==> src/rtl/riscv_pkg.sv <==
// Shared types for the memory-bus arbiter.
//   arb_state_e : arbiter FSM states (one bus transaction outstanding at a time)
//   grant_e     : which requester owns the current bus transaction
package riscv_pkg;

  typedef enum logic [1:0] {
    IDLE    = 2'd0,
    BUSY_IF = 2'd1,
    BUSY_DM = 2'd2,
    RESP    = 2'd3
  } arb_state_e;

  typedef enum logic {
    GNT_IF = 1'b0,
    GNT_DM = 1'b1
  } grant_e;

endpackage

==> src/rtl/mem_bus_arbiter.sv <==
// Two-master arbiter in front of a single shared memory bus.
// Instruction fetch (read-only) and data memory (load/store) requesters
// compete; data wins by default, but after STARVE_LIMIT consecutive data
// grants with a fetch waiting, the fetch is forced through.
//
// Ports
//   clk_i, rst_ni                  clock, asynchronous active-low reset
//   if_req_i, if_addr_i            fetch request (level) and address
//   if_rdata_o, if_done_o          fetch data (held) and completion pulse
//   dm_req_i, dm_we_i, dm_strb_i,
//   dm_addr_i, dm_wdata_i          data request (level) and command
//   dm_rdata_o, dm_done_o          load data (held) and completion pulse
//   bus_req_o, bus_we_o, bus_strb_o,
//   bus_addr_o, bus_wdata_o        registered bus command
//   bus_ack_i, bus_rdata_i         bus completion and read data
//
// STARVE_LIMIT is meaningful in the range 1..15.
module mem_bus_arbiter
  import riscv_pkg::*;
#(
  parameter int ADDR_W       = 32,
  parameter int DATA_W       = 32,
  parameter int STARVE_LIMIT = 4
) (
  input  logic                clk_i,
  input  logic                rst_ni,
  input  logic                if_req_i,
  input  logic [ADDR_W-1:0]   if_addr_i,
  output logic [DATA_W-1:0]   if_rdata_o,
  output logic                if_done_o,
  input  logic                dm_req_i,
  input  logic                dm_we_i,
  input  logic [DATA_W/8-1:0] dm_strb_i,
  input  logic [ADDR_W-1:0]   dm_addr_i,
  input  logic [DATA_W-1:0]   dm_wdata_i,
  output logic [DATA_W-1:0]   dm_rdata_o,
  output logic                dm_done_o,
  output logic                bus_req_o,
  output logic                bus_we_o,
  output logic [DATA_W/8-1:0] bus_strb_o,
  output logic [ADDR_W-1:0]   bus_addr_o,
  output logic [DATA_W-1:0]   bus_wdata_o,
  input  logic                bus_ack_i,
  input  logic [DATA_W-1:0]   bus_rdata_i
);

  localparam int CNT_W = $clog2(STARVE_LIMIT + 1);
  localparam logic [CNT_W-1:0] CNT_MAX = CNT_W'(STARVE_LIMIT);

  arb_state_e       state, state_nxt;
  grant_e           owner;
  logic [CNT_W-1:0] starve_cnt;
  logic             grant_if, grant_dm;

  // Grants are only issued from IDLE; data wins unless fetch has starved.
  always_comb begin
    grant_if = 1'b0;
    grant_dm = 1'b0;
    if (state == IDLE) begin
      if (if_req_i && (!dm_req_i || (starve_cnt == CNT_MAX))) begin
        grant_if = 1'b1;
      end else if (dm_req_i) begin
        grant_dm = 1'b1;
      end
    end
  end

  always_ff @(posedge clk_i or negedge rst_ni) begin
    if (!rst_ni) begin
      state <= IDLE;
    end else begin
      state <= state_nxt;
    end
  end

  // Acks outside BUSY_* fall through the default hold and are ignored.
  always_comb begin
    state_nxt = state;
    case (state)
      IDLE: begin
        if (grant_if) begin
          state_nxt = BUSY_IF;
        end else if (grant_dm) begin
          state_nxt = BUSY_DM;
        end
      end
      BUSY_IF, BUSY_DM: begin
        if (bus_ack_i) begin
          state_nxt = RESP;
        end
      end
      RESP:    state_nxt = IDLE;
      default: state_nxt = IDLE;
    endcase
  end

  // Command capture at grant time keeps the bus fields stable for the whole
  // transaction even if the requester changes or drops its inputs.
  always_ff @(posedge clk_i or negedge rst_ni) begin
    if (!rst_ni) begin
      owner       <= GNT_IF;
      starve_cnt  <= '0;
      bus_we_o    <= 1'b0;
      bus_strb_o  <= '0;
      bus_addr_o  <= '0;
      bus_wdata_o <= '0;
      if_rdata_o  <= '0;
      dm_rdata_o  <= '0;
    end else begin
      if (grant_if) begin
        owner       <= GNT_IF;
        starve_cnt  <= '0;
        bus_we_o    <= 1'b0;
        bus_strb_o  <= '0;
        bus_addr_o  <= if_addr_i;
        bus_wdata_o <= '0;
      end else if (grant_dm) begin
        owner <= GNT_DM;
        // Count only data grants that actually made a fetch wait.
        if (if_req_i && (starve_cnt != CNT_MAX)) begin
          starve_cnt <= starve_cnt + 1'b1;
        end
        bus_we_o    <= dm_we_i;
        bus_strb_o  <= dm_we_i ? dm_strb_i : '0;
        bus_addr_o  <= dm_addr_i;
        bus_wdata_o <= dm_wdata_i;
      end
      if (bus_ack_i && (state == BUSY_IF)) begin
        if_rdata_o <= bus_rdata_i;
      end
      if (bus_ack_i && (state == BUSY_DM)) begin
        dm_rdata_o <= bus_rdata_i;
      end
    end
  end

  always_comb begin
    bus_req_o = (state == BUSY_IF) || (state == BUSY_DM);
    if_done_o = (state == RESP) && (owner == GNT_IF);
    dm_done_o = (state == RESP) && (owner == GNT_DM);
  end

endmodule

==> config.mk <==
export PLATFORM = sky130hd
export DESIGN_NAME = mem_bus_arbiter
export DESIGN_NICKNAME = d
export VERILOG_FILES = /design/src/rtl/riscv_pkg.sv /design/src/rtl/mem_bus_arbiter.sv
export SDC_FILE = /design/constraint.sdc
export NUM_CORES = 1
export LEC_CHECK = 0
export BUFFER_PORTS_ARGS = -buffer_cell sky130_fd_sc_hd__buf_4
export CELL_PAD_IN_SITES_DETAIL_PLACEMENT = 0
export CELL_PAD_IN_SITES_GLOBAL_PLACEMENT = 1
export CORE_AREA = 2 2 157 128
export DETAILED_ROUTE_END_ITERATION = 8
export DIE_AREA = 0 0 159 130
export GPL_TIMING_DRIVEN = 0
export PLACE_DENSITY = 0.75
export SLEW_MARGIN = 5
export SYNTH_ARGS = -nofsm -noshare
export SYNTH_HDL_FRONTEND = slang
export SYNTH_SLANG_ARGS = --single-unit
==> constraint.sdc <==
create_clock -name clk_i -period 1.55 [get_ports clk_i]
set_input_delay 0.31 -clock clk_i [delete_from_list [all_inputs] [get_ports clk_i]]
set_output_delay 0.31 -clock clk_i [all_outputs]
set_load 0.005 [all_outputs]
==> results.sh, run 1 <==
export IMPL_max_vdd_ir_drop_mv=0.7859
export IMPL_synth_area_um2=5821
export IMPL_reg2regPathDepth=7
export IMPL_grt_pass1_wl_um=28030
export IMPL_hold_viol=0
export IMPL_drc=0
export IMPL_worstHoldStart="bus_rdata_i[14]"
export IMPL_synth_compound_area_share_pct=13.93
export IMPL_cts_tree="built"
export IMPL_cts_buffers=17
export IMPL_design_area_um2=9281
export IMPL_end_kind="output port"
export IMPL_synth_seq_cells=139
export IMPL_drive_gt1_share_pct=52.76
export IMPL_grt_max_degree=89
export IMPL_skew_ps=15.99
export IMPL_syn_inst=518
export IMPL_yosys_warnings=0
export IMPL_nNetsFinal=966
export IMPL_postRouteAntennaNets=0
export IMPL_arrival_ps=1270
export IMPL_grt_pass1_vias=5131
export IMPL_synth_net_count=662
export IMPL_max_stage_delay_ps=440
export IMPL_die_x_um=159
export IMPL_n_antenna_cell=0
export IMPL_io_pins=274
export IMPL_seq_area_frac_synth_pct=59.76
export IMPL_die_area_um2=20670
export IMPL_synthSimpleGateAreaFrac_pct=8.061
export IMPL_status="complete, but fails checks"
export IMPL_synth_top_family_by_area="compound AO/OA/AOI/OAI gates"
export IMPL_final_cell_mix="buf_4 (280), dfrtp_1 (137), nand2_1 (75)"
export IMPL_finalSetupViolCount=3
export IMPL_p_leak_nw=4.387
export IMPL_hold_class="primary input to flop"
export IMPL_fp_dieH_um=130
export IMPL_finalWorstSetupSlack_ps=-33.97
export IMPL_worstSkewPairLatency_ps=420
export IMPL_avgSynthCellArea_um2=11.24
export IMPL_synthMuxAreaShare_pct=12.55
export IMPL_first_pass_iters=4
export IMPL_vias=5072
export IMPL_min_path_cells=2
export IMPL_postLayoutCoreUtil_pct=47.99
export IMPL_antenna_found_initial=0
export IMPL_cts_sinks=139
export IMPL_synth_cell_types=29
export IMPL_coreArea_um2=19340
export IMPL_startpoint="state[0]"
export IMPL_violations="negative setup slack"
export IMPL_num_rows=46
export IMPL_power_density_nw_per_um2=2064
export IMPL_slowest_stage="dfrtp_2"
export IMPL_post_route_period_util_pct=102.2
export IMPL_drt_iter0_drc=218
export IMPL_gp_congestion=0.7853
export IMPL_required_ps=1240
export IMPL_fillers=1845
export IMPL_wire_per_inst_um=16.60
export IMPL_clockRootBuffer="clkbuf_16"
export IMPL_ctsLongestPathBuffers=2
export IMPL_synth_xor_area_share_pct=0
export IMPL_area_delta_synth_final_pct=59.46
export IMPL_ctsHtreeMaxLevel=4
export IMPL_layout_min_cycle_time_ps=1584
export IMPL_synth_fa_ha_area_share_pct=1.290
export IMPL_fmax_ghz=0.6313
export IMPL_worstMarginPinSlew_ps=514.6
export IMPL_grtUsageTotal_pct=17.26
export IMPL_cap_violations=0
export IMPL_avgViaCountPerCell=4.619
export IMPL_slew_headroom_pct=65.69
export IMPL_wl_um=18220
export IMPL_final_max_slew_viol_count=0
export IMPL_crit_path_start_kind="flop"
export IMPL_path_clk_slew_ps=60
export IMPL_final_common_cell="buf_4"
export IMPL_gr_total_overflow=0
export IMPL_initial_utilization_pct=30.10
export IMPL_path_class="flop to output port"
export IMPL_dp_hpwl_um=13120
export IMPL_crit_fanout=4
export IMPL_port_buffers=273
export IMPL_path_cells="ha_4, and2_4, buf_6"
export IMPL_crit_reg2reg_launch="state[1]"
export IMPL_rsz0062_at_grt="yes"
export IMPL_dpl_cell_area_um2=8232
export IMPL_reg2reg_slack_ps=10
-- synthesized netlist by cell type, drive strengths merged --
library cell | n | area (µm²)
dfrtp | 139 | 3478
nand2 | 78 | 292.8
o21ai | 74 | 374.1
mux2 | 64 | 720.7
nor2 | 35 | 138.9
a21oi | 33 | 165.2
a31oi | 32 | 200.2
buf | 31 | 211.5
clkbuf | 7 | 26.28
ha | 6 | 75.07
inv | 5 | 18.77
and2 | 2 | 12.51
a21bo | 1 | 10.01
a21boi | 1 | 18.77
a2bb2oi | 1 | 8.760
mux2i | 1 | 10.01
nand2b | 1 | 6.260
nand3 | 1 | 5.000
nor2b | 1 | 6.260
nor3b | 1 | 7.510
o21a | 1 | 7.510
o22a | 1 | 8.760
o2bb2ai | 1 | 8.760
o32ai | 1 | 8.760
-- worst paths after layout --
check / end
max: dm_done_o
min: dm_rdata_o[14]
max reg2reg: state[0]
min reg2reg: bus_strb_o[3]
max in group asynchronous: state[1]
min in group asynchronous: bus_wdata_o[24]
-- worst max-delay path, delay by kind of cell, from the launching register on --
family	cells	cell delay, ps
adder cells (fa/ha/maj)	1	180
buffers and inverters	1	110
flip-flops	1	440
AND/OR/NAND/NOR	1	130
-- flip-flops by register name, indices dropped and copies added (netlist names) --
| name | cells |
|---|---|
| owner | 1 |
| if_rdata_o | 32 |
| bus_wdata_o | 32 |
| bus_strb_o | 4 |
| state | 2 |
| dm_rdata_o | 32 |
| bus_we_o | 1 |
| starve_cnt | 3 |
| bus_addr_o | 32 |
-- cell type report --
class / instances / area, µm² / area share (%)
timing repair buffer: 285 / 2223 / 23.96
sequential: 139 / 3481 / 37.50
tap: 264 / 330.3 / 3.559
inverter: 5 / 18.77 / 0.2022
clock inverter: 13 / 192.7 / 2.076
clock buffer: 18 / 429.2 / 4.624
multi-input combinational: 336 / 2206 / 23.77
buffer: 38 / 400.4 / 4.314
-- cell families after synthesis --
group / count (synthesis)
multiplexers: 65
buffers and inverters: 43
AO/OA/AOI/OAI: 146
AND/OR/NAND/NOR: 119
adder cells (fa/ha/maj): 6
flip-flops: 139
-- per-layer routing --
layer  GRT usage, %  up-vias  routed length (µm)
li1               -     2413                   -
met1          22.75     2451                8117
met2          26.65      194                8355
met3          6.739       14                1536
met4          4.866        0                 211
met5              0        -                   0
-- stage by stage --
step	TNS (ps)	total power [mW]	cells	hold slack, ps	setup slack [ps]
CTS	-195.3	18.97	1095	109.9	-72.53
finish	-83.13	19.16	1098	128.6	-33.97
global placement	-95310	13.94	1055	462.9	-669.4
detailed placement	-27060	14.10	1056	297.4	-605.4
floorplan	0	9.810	518	14.41	74.83
global route	-1467	20.44	1098	108.2	-86.12
-- power by group --
part / leakage (nW) / total [mW] / internal (mW) / switching [mW]
registers: 1.65 / 6.46 / 5.45 / 1.01
logic: 2.44 / 8.36 / 4.78 / 3.58
clock network: 0.303 / 4.35 / 2.71 / 1.64
total: 4.39 / 19.2 / 12.9 / 6.22
-- repair_timing --
item / CTS / global route
gates resized for setup: 47 / 61
endpoints found under the hold margin: 51 / 0
gates cloned: 0 / 1
setup buffers: 7 / 2
pin swaps: 6 / 6
endpoints found under the setup margin: 138 / 131
hold buffers: 1 / 0
(Power assumes the default switching activity.)
==> inputs of run 2 (changes only) <==
PLACE_DENSITY = default   (was 0.75)
PLACE_DENSITY_LB_ADDON = 0.1   (was default)
SKIP_LAST_GASP = 1   (was default)
==> results.sh, run 2 (synthesized netlist as in run 1, its figures left out) <==
export IMPL_cts_sinks=139
export IMPL_wl_um=18370
export IMPL_clockRootBuffer="clkbuf_16"
export IMPL_crit_fanout=3
export IMPL_hold_path_end="if_rdata_o[20]"
export IMPL_postRouteAntennaNets=0
export IMPL_required_ps=1240
export IMPL_p_seq_share_pct=33.9
export IMPL_path_clk_slew_ps=70
export IMPL_rsz0062_at_grt="yes"
export IMPL_reg2regPathDepth=7
export IMPL_crit_path_start_kind="flop"
export IMPL_ctsLongestPathBuffers=2
export IMPL_post_route_period_util_pct=103.2
export IMPL_finalSetupViolCount=4
export IMPL_crit_reg2reg_launch="state[0]"
export IMPL_n_antenna_cell=0
export IMPL_final_common_cell="buf_4"
export IMPL_dp_cells=1056
export IMPL_path_class="flop to output port"
export IMPL_fillers=1859
export IMPL_hold_class="primary input to flop"
export IMPL_violations="negative setup slack"
export IMPL_p_leak_nw=4.376
export IMPL_worstSkewPairLatency_ps=420
export IMPL_initial_utilization_pct=30.10
export IMPL_arrival_ps=1290
export IMPL_finalWorstSetupSlack_ps=-49.69
export IMPL_reg2reg_slack_ps=0
export IMPL_worstHoldStart="bus_rdata_i[20]"
export IMPL_intPower_mw=12.66
export IMPL_drc=0
export IMPL_slew_headroom_pct=62.82
export IMPL_nNetsFinal=967
export IMPL_ctsHtreeMaxLevel=4
export IMPL_max_vdd_ir_drop_mv=0.8727
export IMPL_drive_gt1_share_pct=52.39
export IMPL_skew_ps=8.758
export IMPL_clock_power_share_pct=22.0
export IMPL_io_pins=274
export IMPL_layout_min_cycle_time_ps=1600
export IMPL_vias=5089
export IMPL_final_cells=1100
export IMPL_grt_pass1_vias=5055
export IMPL_grt_max_degree=84
export IMPL_status="complete, but fails checks"
export IMPL_drt_iter0_drc=252
export IMPL_design_area_um2=9221
export IMPL_worstMarginPinSlew_ps=557.8
export IMPL_end_kind="output port"
export IMPL_min_path_cells=2
export IMPL_num_rows=46
export IMPL_r2r_end="state[0]"
export IMPL_cap_violations=0
export IMPL_power_density_nw_per_um2=2059
export IMPL_pwr_share_comb_pct=44.1
export IMPL_antenna_found_initial=0
export IMPL_gr_total_overflow=0
export IMPL_grt_pass1_wl_um=27810
export IMPL_dpl_cell_area_um2=8232
export IMPL_die_x_um=159
export IMPL_first_pass_iters=6
export IMPL_coreArea_um2=19340
export IMPL_grtUsageTotal_pct=17.27
export IMPL_wire_per_inst_um=16.70
export IMPL_cts_tree="built"
export IMPL_p_sw_mw=6.325
export IMPL_cts_buffers=17
export IMPL_dp_hpwl_um=13330
export IMPL_die_area_um2=20670
export IMPL_fmax_ghz=0.6251
export IMPL_hold_viol=0
export IMPL_final_max_slew_viol_count=0
export IMPL_fp_dieH_um=130
export IMPL_gp_congestion=0.7835
export IMPL_final_cell_mix="buf_4 (285), dfrtp_1 (139), nand2_1 (75)"
export IMPL_swShare_pct=33.31
export IMPL_avgViaCountPerCell=4.626
export IMPL_area_delta_synth_final_pct=58.43
export IMPL_port_buffers=273
run 2: worst max path at each step:
stage | startpoint | to | slack (ps) | depth (start not counted)
2_1_floorplan | state[0] | bus_addr_o[10] | 70 | 7
3_3_place_gp | rst_ni | bus_addr_o[18] | -470 | 1
3_5_place_dp | state[0] | bus_strb_o[1] | -470 | 5
4_1_cts | state[0] | if_done_o | -90 | 3
5_1_grt | state[1] | if_done_o | -100 | 3
6_report | state[0] | if_done_o | -50 | 3
run 2: per-layer routing:
metal | part of all wire [%] | track usage [%] | vias to the layer above
li1 | - | - | 2418
met1 | 43 | 21.99 | 2442
met2 | 47 | 27.26 | 208
met3 | 8.5 | 6.675 | 21
met4 | 1.5 | 5.775 | 0
met5 | 0 | 0 | -
run 2: per-stage QoR:
| stage | hold WS [ps] | setup WS (ps) | util [%] | setup TNS, ps | power (mW) |
|---|---|---|---|---|---|
| final | 122.4 | -49.69 | 47.68 | -128.5 | 18.99 |
| after global routing | 101.8 | -98.33 | 47.68 | -1037 | 20.29 |
| after CTS | 102.5 | -87.23 | 46.37 | -234.2 | 18.67 |
| after detailed placement | 319.7 | -472.6 | 42.57 | -25660 | 14.15 |
| after global placement | 463.7 | -465.7 | 42.40 | -80900 | 13.89 |
| after floorplan | 14.41 | 74.83 | - | 0 | 9.810 |
run 2: what timing repair did:
| item | in CTS | in global routing |
|---|---|---|
| endpoints found under the setup margin | 138 | 133 |
| setup buffers | 4 | 6 |
| resized for setup | 32 | 61 |
| endpoints found under the hold margin | 56 | 0 |
| pin swaps | 4 | 5 |
| hold buffers | 1 | 0 |
| cloned | 0 | 1 |
run 2: cell type report:
cell class	count	area, µm²	share of cell area (%)
Buffer	38	391.6	4.247
Clock buffer	17	425.4	4.613
Clock inverter	15	177.7	1.927
Inverter	5	18.77	0.2035
Multi-Input combinational cell	336	2188	23.73
Sequential cell	139	3478	37.72
Tap cell	264	330.3	3.582
Timing Repair Buffer	286	2211	23.98
run 2: power groups by stage:
| stage | Sequential, mW | Combinational, mW | Clock (mW) |
|---|---|---|---|
| after floorplan | 6.52 | 3.29 | 0 |
| after global placement | 6.41 | 7.49 | 0 |
| after detailed placement | 6.50 | 7.64 | 0 |
| after CTS | 6.45 | 7.93 | 4.29 |
| after global routing | 6.65 | 9.18 | 4.46 |
| final | 6.44 | 8.37 | 4.18 |
run 2: worst max-delay path, cell delays in order, from the launching register on:
cell     delay [ps]
dfrtp_1         420
ha_2            190
nor2b_1         120
buf_4           140
==> inputs of run 3 (changes only) <==
ABC_AREA = 1   (was default)
CELL_PAD_IN_SITES_DETAIL_PLACEMENT = 1   (was 0)
CELL_PAD_IN_SITES_GLOBAL_PLACEMENT = 2   (was 1)
CORE_AREA = 2 2 184 150   (was 2 2 157 128)
DIE_AREA = 0 0 186 152   (was 0 0 159 130)
==> results.sh, run 3 <==
export IMPL_die_x_um=186
export IMPL_gp_congestion=0.7210
export IMPL_ys_top_cells_by_area="dfrtp_1 (58%), nand2_1 (16%), nand3_1 (8.3%), inv_1 (6.6%), o21ai_0 (5.5%)"
export IMPL_r2r_end="bus_addr_o[5]"
export IMPL_netlist_area_leader_share_pct=57.86
export IMPL_hold_class="primary input to flop"
export IMPL_crit_reg2reg_launch="state[1]"
export IMPL_synth_edf_count=0
export IMPL_post_route_period_util_pct=103.4
export IMPL_wire_per_inst_um=16.17
export IMPL_grt_pass1_wl_um=35510
export IMPL_crit_fanout=3
export IMPL_holdWs_ps=106.7
export IMPL_postRouteAntennaNets=0
export IMPL_synth_top_area_cell="dfrtp_1"
export IMPL_drt_iter0_drc=213
export IMPL_grtUsageTotal_pct=16.45
export IMPL_max_vdd_ir_drop_mv=0.7365
export IMPL_cts_buffers=17
export IMPL_coreArea_um2=26690
export IMPL_grt_max_degree=72
export IMPL_cts_sinks=139
export IMPL_power_density_nw_per_um2=1938
export IMPL_drive_gt1_share_pct=40.17
export IMPL_synth_net_count=869
export IMPL_slowest_stage="dfrtp_2"
export IMPL_synth_common_cells="nand2_1 (254), dfrtp_1 (139), inv_1 (105)"
export IMPL_area_delta_synth_final_pct=67.74
export IMPL_n_antenna_cell=0
export IMPL_hold_viol=0
export IMPL_rsz0062_at_grt="yes"
export IMPL_p_leak_nw=5.547
export IMPL_finalPower_mw=19.54
export IMPL_num_rows=54
export IMPL_worstSkewPairLatency_ps=430
export IMPL_layout_min_cycle_time_ps=1602
export IMPL_avgViaCountPerCell=4.072
export IMPL_wl_um=22990
export IMPL_met1Wirelength_um=11020
export IMPL_dp_hpwl_um=16370
export IMPL_cp_endpoint="bus_req_o"
export IMPL_cts_tree="built"
export IMPL_gr_total_overflow=0
export IMPL_synth_ff_type="dfrtp_1"
export IMPL_initial_utilization_pct=22.53
export IMPL_wl_met3_um=1857
export IMPL_avgSynthCellArea_um2=8.292
export IMPL_synth_seq_cells=139
export IMPL_ctsHtreeMaxLevel=4
export IMPL_io_pins=274
export IMPL_crit_path_start_kind="flop"
export IMPL_synth_area_um2=6012
export IMPL_met2_wirelength_um=9880
export IMPL_startpoint="state[1]"
export IMPL_fmax_ghz=0.6241
export IMPL_vias=5790
export IMPL_cap_violations=0
export IMPL_first_pass_iters=6
export IMPL_seq_area_frac_synth_pct=57.86
export IMPL_reg2reg_slack_ps=-20
export IMPL_routed_top_layer="met4"
export IMPL_required_ps=1240
export IMPL_dpl_cell_area_um2=8552
export IMPL_design_area_um2=10080
export IMPL_ys_async_sr_fraction_pct=100.0
export IMPL_grt_pass1_vias=6074
export IMPL_status="complete, but fails checks"
export IMPL_synth_most_common_cell="nand2_1"
export IMPL_yosys_warnings=0
export IMPL_path_clk_slew_ps=60
export IMPL_synth_cell_types=17
export IMPL_worstHoldStart="dm_wdata_i[10]"
export IMPL_max_stage_delay_ps=440
export IMPL_worstMarginPinSlew_ps=610.7
export IMPL_slew_headroom_pct=59.29
export IMPL_post_place_ws_ps=-422.2
export IMPL_fillers=3178
export IMPL_end_kind="output port"
export IMPL_finalSetupViolCount=10
export IMPL_path_cells="inv_2, ha_4, buf_6"
export IMPL_drc=0
export IMPL_die_area_um2=28270
export IMPL_ctsLongestPathBuffers=2
export IMPL_port_buffers=273
export IMPL_fp_dieH_um=152
export IMPL_violations="negative setup slack"
export IMPL_antenna_found_initial=0
export IMPL_nNetsFinal=1189
export IMPL_final_max_slew_viol_count=0
export IMPL_postLayoutCoreUtil_pct=37.79
export IMPL_clockRootBuffer="clkbuf_16"
export IMPL_final_common_cell="buf_4"
export IMPL_skew_ps=7.638
export IMPL_finalWorstSetupSlack_ps=-52.39
export IMPL_path_class="flop to output port"
export IMPL_reg2regPathDepth=10
export IMPL_arrival_ps=1290
export IMPL_final_cell_mix="buf_4 (299), nand2_1 (245), dfrtp_1 (137)"
export IMPL_syn_inst=725
-- run 3: changes by cell type after synthesis, moves of 64 or more --
cell / change
nand2_1: +176
nand3_1: +99
inv_1: +100
mux2_2: -64
-- run 3: worst min path at each step --
stage | slack, ps | endpoint | cells past startpoint
6_report | 110 | bus_wdata_o[10] | 3
5_1_grt | 90 | bus_wdata_o[10] | 3
4_1_cts | 80 | bus_wdata_o[8] | 3
3_5_place_dp | 320 | bus_addr_o[19] | 1
3_3_place_gp | 470 | bus_addr_o[15] | 2
2_1_floorplan | 10 | bus_addr_o[0] | 0
-- run 3: layer usage --
metal | track usage, % | vias to the layer above
met5 | 0 | -
met4 | 3.750 | 0
met3 | 6.592 | 17
met2 | 23.95 | 161
met1 | 22.81 | 2726
li1 | - | 2886
-- run 3: report_power, final --
group | internal (mW) | switching, mW
Combinational | 4.53 | 4.18
Clock | 2.87 | 1.64
Sequential | 5.35 | 0.972
-- run 3: what timing repair did --
action / 4_1_cts / 5_1_grt
buffers inserted: 13 / 7
gates resized for setup: 94 / 77
endpoints found under the setup margin: 141 / 139
pin swaps: 9 / 31
endpoints found under the hold margin: 68 / 0
cloned: 5 / 3
hold buffers: 1 / 0
-- run 3: layout make-up --
cell class                 count  area, µm²  area share [%]
multi-input combinational    438       2187           21.69
sequential                   139       3481           34.52
timing repair buffer         302       2469           24.48
clock buffer                  22      484.2           4.801
buffer                        40      429.2           4.256
clock inverter                10      162.7           1.613
tap                          364      455.4           4.516
inverter                     107      416.7           4.132
-- run 3: worst max-delay path, delay by kind of cell (launching register included) --
family	cells	cell delay (ps)
flops	1	440
buf+inv	2	210
fa+ha+maj	1	210
-- run 3: kinds of logic after synthesis --
kind of cell | synth area share (%)
buffers and inverters | 10.11
AOI/OAI and AO/OA | 5.744
and+or+nand+nor | 25.04
adders and majority gates | 1.249
DFF | 57.86
-- run 3: metrics by stage --
stage / instances / setup TNS (ps)
final: 1422 / -144.0
after global routing: 1422 / -2458
after CTS: 1414 / -525.9
after detailed placement: 1363 / -43060
after global placement: 1362 / -133430
after floorplan: 725 / 0
